[config.mk]
export PLATFORM = sky130hd
export DESIGN_NAME = calc_arbiter
export DESIGN_NICKNAME = d
export VERILOG_FILES = /design/src/rtl/calc_arbiter.sv
export SDC_FILE = /design/constraint.sdc
export NUM_CORES = 1
export LEC_CHECK = 0
export CORE_ASPECT_RATIO = 1.5
export CORE_MARGIN = 4
export CORE_UTILIZATION = 35
export DETAILED_ROUTE_END_ITERATION = 7
export GPL_ROUTABILITY_DRIVEN = 0
export PLACE_DENSITY_LB_ADDON = 0.1
export SYNTH_ARGS = -nofsm -noshare
export SYNTH_HDL_FRONTEND = slang
export SYNTH_SLANG_ARGS = --single-unit
export TNS_END_PERCENT = 10
[constraint.sdc]
create_clock -name clock -period 2.89 [get_ports clock]
set_input_delay 0.289 -clock clock [delete_from_list [all_inputs] [get_ports clock]]
set_output_delay 0.289 -clock clock [all_outputs]
set_load 0.01 [all_outputs]
[src/rtl/calc_arbiter.sv]
// calc_arbiter
//
// Shares one multi-cycle calculator core between two requesters (A and B).
// A request is accepted in IDLE (round-robin on a tie), and the owner's
// operands are captured. The block then issues a one-cycle start to the core
// and waits for done_calc or a timeout. The result goes back on `out`, with a
// one-cycle done pulse to the owner.
//
// Ports:
//   clock, reset             clock; synchronous active-high reset
//   req_a/req_b              request levels, held until granted
//   op_a/op_b, x_*/y_*       per-requester opcode and operands
//   done_calc, ans           core completion strobe and result
//   calc_start               one-cycle start strobe to the core
//   calc_op/calc_x/calc_y    registered command to the core
//   grant_a/grant_b          one-cycle operand-capture acknowledge
//   out                      last successful result (held between operations)
//   done_a/done_b            one-cycle completion pulse to the owner
//   err                      one-cycle timeout flag, coincident with done_x
//   busy                     high whenever not in IDLE
module calc_arbiter #(
    parameter int WIDTH   = 10,
    parameter int TIMEOUT = 15
) (
    input  logic             clock,
    input  logic             reset,
    input  logic             req_a,
    input  logic             req_b,
    input  logic [1:0]       op_a,
    input  logic [1:0]       op_b,
    input  logic [WIDTH-1:0] x_a,
    input  logic [WIDTH-1:0] y_a,
    input  logic [WIDTH-1:0] x_b,
    input  logic [WIDTH-1:0] y_b,
    input  logic             done_calc,
    input  logic [WIDTH-1:0] ans,
    output logic             calc_start,
    output logic [1:0]       calc_op,
    output logic [WIDTH-1:0] calc_x,
    output logic [WIDTH-1:0] calc_y,
    output logic             grant_a,
    output logic             grant_b,
    output logic [WIDTH-1:0] out,
    output logic             done_a,
    output logic             done_b,
    output logic             err,
    output logic             busy
);

    typedef enum logic [1:0] {IDLE, ISSUE, WAIT, RESP} state_t;

    localparam logic       SEL_A    = 1'b0;
    localparam logic       SEL_B    = 1'b1;
    localparam logic [7:0] LAST_CNT = 8'(TIMEOUT - 1);

    state_t     state;
    state_t     state_next;
    logic       owner;
    logic       last;
    logic       err_flag;
    logic [7:0] wait_cnt;
    logic       pick;
    logic       timeout_hit;

    // Requester that wins in IDLE: the one not served last on a tie.
    always_comb begin
        // NOTE: every always_comb output gets a default first so no path
        // leaves it unassigned; otherwise synthesis infers a latch.
        pick = SEL_A;
        if (req_a && req_b) pick = ~last;
        else if (req_b)     pick = SEL_B;
    end

    assign timeout_hit = (wait_cnt == LAST_CNT);

    // State register
    always_ff @(posedge clock) begin
        // NOTE: clocked state uses non-blocking (<=) so every register sees
        // pre-edge values; blocking here would create order-dependent races.
        if (reset) state <= IDLE;
        else       state <= state_next;
    end

    // Next-state logic
    always_comb begin
        state_next = state;
        case (state)
            IDLE:    if (req_a || req_b) state_next = ISSUE;
            ISSUE:   state_next = WAIT;
            WAIT:    if (done_calc || timeout_hit) state_next = RESP;
            RESP:    state_next = IDLE;
            default: state_next = IDLE;
        endcase
    end

    // Datapath: operand capture, wait counter, result and error flag.
    // done_calc is looked at only in WAIT, so stray or late strobes are dropped.
    always_ff @(posedge clock) begin
        if (reset) begin
            owner    <= SEL_A;
            last     <= SEL_B;
            calc_op  <= '0;
            calc_x   <= '0;
            calc_y   <= '0;
            out      <= '0;
            err_flag <= 1'b0;
            wait_cnt <= '0;
        end else begin
            case (state)
                IDLE: begin
                    if (req_a || req_b) begin
                        owner   <= pick;
                        last    <= pick;
                        calc_op <= (pick == SEL_B) ? op_b : op_a;
                        calc_x  <= (pick == SEL_B) ? x_b  : x_a;
                        calc_y  <= (pick == SEL_B) ? y_b  : y_a;
                    end
                end
                ISSUE: wait_cnt <= '0;
                WAIT: begin
                    // A completion on the timeout cycle takes priority.
                    if (done_calc) begin
                        out      <= ans;
                        err_flag <= 1'b0;
                    end else if (timeout_hit) begin
                        err_flag <= 1'b1;
                    end else begin
                        wait_cnt <= wait_cnt + 8'd1;
                    end
                end
                default: ;
            endcase
        end
    end

    // Output decode from registered state only
    always_comb begin
        calc_start = (state == ISSUE);
        grant_a    = (state == ISSUE) && (owner == SEL_A);
        grant_b    = (state == ISSUE) && (owner == SEL_B);
        done_a     = (state == RESP)  && (owner == SEL_A);
        done_b     = (state == RESP)  && (owner == SEL_B);
        err        = (state == RESP)  && err_flag;
        busy       = (state != IDLE);
    end

endmodule

==> impl_results.md <==
- Result of the run: finished clean
- Root Buffer Master: clkbuf_8
- Detailed Place HPWL: between 3 and 4 mm
- Detailed-route wire length per cell: 12.8 µm
- Worst Setup Slack post-DPL: approximately 0.85 ns
- Count of yosys warnings during synthesis: 0
- Number of max-capacitance violations reported: 0
- Number of violations reported at the end of detailed-routing iteration 0: 69
- Final Hold Violating Endpoints: 0
- Maximum number of pins on one net before global-route repair: 45
- Crit path capture type: flop
- Power density cells: 755 nW/µm²
- Clock tree from TritonCTS: built
- Clock tree skew after final layout: 0.00824 ns
- Total of buffers placed on input and output ports: 97
- Floorplan die area: approximately 7100 µm²
- Routed Wire Length: 5.05 mm
- Total standard cell area after synthesis: a little over 2000 µm²
- Worst hold slack after final layout: 0.457 ns
- # hold bufs at CTS: 0
- Antenna Violating Nets Remaining: 0
- Antenna diode count: 0
- RSZ-0062 raised after global routing: false
- Met3 Use GR: 6.06%
- Setup violators final: 0
- Final Worst Setup Slack: around 0.85 ns
- Area growth from synthesis to layout: 55.3%
- Fraction of the yosys area taken by sequential cells: around 44%
- Clk buf depth: 2
- Count of final max-slew check failures: 0
- CTS clk-pin slew, worst paths: 0.09 ns
- Total power after layout: 2.39 mW
- Number of instances in the synthesized netlist: 230
- Min cycle time layout: 2.04 ns
- Maximum level of the CTS H-tree: 2
- Clock sink total: 45
- Classification of the worst-slack hold path: flop to flop
- Busiest metal layer after global routing: met2
- Width of the die: 70.3 µm
- Number of global-route vias before repair: 1812
- Average cell area after synthesis: 8.85 µm²
- Number of buffers added by the clock tree synthesis step: 5
- Worst Tran Pin Value: 0.558 ns
- Number of setup buffers added after CTS: 0
- Grt ovf: 0
- Number of design rule violations left after detail routing: 0
- Critical path class: flop to flop
- Seq cells post-synth: 45
- I/O pin total: between 90 and 100
- Total iterations of the first detailed-routing run: 4
- Total via count in the routed design: 1950
- Aggregate global-route resource usage: 14.3%
- Met2 Track Usage GR: 25.6%
- Required time reported for the critical path endpoint: 3.08 ns
- Vias per Instance: 4.95
- Maximum clock rate: 489 MHz
- Met1 layer usage reported by global route: 14.5%
- Setup Total Neg Slack: 0 ns
- Worst slew margin: between 60% and 70%
- Distinct cell type count of the synthesized netlist: 32
- Final layout net count: 389
- Endpoint arrival time on the critical path: 2.24 ns
- Leakage: between 1 and 1.5 nW
- Core region area: ~5600 µm²
- Effective utilization at floorplan: 36.5%
- Share of final-layout standard cells stronger than drive strength 1: between 4 and 5%
- Number of antenna violations at the first check in global routing: 0
- Util after Layout: between 50 and 60%
- Maximum vdd drop: between 300 and 400 µV
- Height of the die: 101 µm
- Maximum fanout along the worst path: 14
- Period Utilization, post-route: 70.7%
- Std cell rows: 33
- Startpoint type of the worst setup path: flop
- Post-synthesis net count: 295
- CTS resizes: 0
- First-pass GRT wire length: 8.30 mm
- Insertion delay to the later sink of the worst-skew pair: between 0.2 and 0.3 ns
-- worst max-delay path, stage by stage (launching register included) --
cell and delay [ns]:
dfxtp_1 0.38, inv_1 0.08, ha_1 0.35, and2_1 0.35
a311oi_1 0.42, nand2_1 0.10, a32o_1 0.27
-- Yosys cell counts (all sizes together) --
cell type   n  share of area (%)
a21o        1               0.37
and4b       1               0.49
inv         5               0.92
nor2b       2               0.61
or3         1               0.31
ha          6                3.7
nand3       3               0.74
mux2i      23                 11
a21boi      2               0.92
and2        5                1.5
a32o        1               0.49
and4        1               0.43
nor2       29                5.3
a311oi      2               0.86
o221a       1               0.55
a31oi       1               0.31
a21oi      19                4.7
nand2b      2               0.61
or4         1               0.37
nand2      27                5.0
and3        1               0.31
clkbuf      9                1.7
o21ai       6                1.5
a311o       1               0.55
nand4       1               0.31
buf         5                1.5
dfxtp      45                 44
nor3        3               0.74
a2bb2oi     1               0.43
a211oi     25                9.2
-- cells by family (layout without fill, tap and decap cells) --
| logic type | after synthesis | count (layout) | synth area share, % |
|---|---|---|---|
| AOI/OAI and AO/OA | 60 | 60 | 19.9 |
| and+or+nand+nor | 77 | 77 | 16.8 |
| buffers and inverters | 19 | 113 | 4.12 |
| muxes | 23 | 23 | 11.3 |
| DFF | 45 | 45 | 44.3 |
| adders and majority gates | 6 | 6 | 3.69 |
-- flip-flops by register name, indices dropped and copies added (netlist names) --
name,flops
calc_y,10
owner,1
err_flag,1
out,10
wait_cnt,8
last,1
calc_op,2
calc_x,10
state,2
-- placed cells by master, fill, tap and decap left out, types with 2 or more instances in the layout --
cell and n:
mux2i_1 23, a21oi_1 19, ha_1 6, nand3_1 3
nand2b_1 2, and2_1 5, buf_4 3, nor2b_1 2
a311oi_1 2, o21ai_0 6, dfxtp_1 45, clkbuf_8 6
nor2_1 28, a211oi_1 25, inv_1 5, clkdlybuf4s50_1 97
nand2_1 27, nor3_1 3
-- path summary, 6_finish.rpt --
| check | start | endpoint | slack, ns | cells after the start |
|---|---|---|---|---|
| worst min-delay path | out[9]$_SDFFE_PP0P_ | out[9]$_SDFFE_PP0P_ | 0.46 | 2 |
| worst max-delay path | state[0]$_SDFFE_PP0P_ | wait_cnt[6]$_SDFFE_PP0P_ | 0.85 | 6 |
| worst min register to register | out[9]$_SDFFE_PP0P_ | out[9]$_SDFFE_PP0P_ | 0.46 | 2 |
| worst max register to register | state[0]$_SDFFE_PP0P_ | wait_cnt[6]$_SDFFE_PP0P_ | 0.85 | 6 |
-- per-layer routing --
metal / up-vias / wire length [µm]
met4: 0 / 96
met2: 74 / 2470
li1: 1007 / -
met3: 8 / 517
met5: - / 0
met1: 861 / 1970
-- through the flow --
step           cell area [µm²]  std cells
2_1_floorplan             2040        230
3_3_place_gp              3070        387
3_5_place_dp              3070        387
4_1_cts                   3160        394
5_1_grt                   3160        394
6_report                  3160        394
-- power by group --
part | total (mW) | internal [mW] | switching (mW)
Clock | 0.394 | 0.190 | 0.204
Sequential | 0.861 | 0.777 | 0.0841
Combinational | 1.13 | 0.575 | 0.557
-- area by class of cell --
cell class | instances | area, µm²
repair buffers | 101 | 1010
clock buffers | 7 | 86.3
inverters | 5 | 18.8
flip-flops and latches | 45 | 901
fillers | 541 | 2410
multi-input cells | 166 | 1050
well taps | 70 | 87.6
(Power assumes the default switching activity.)
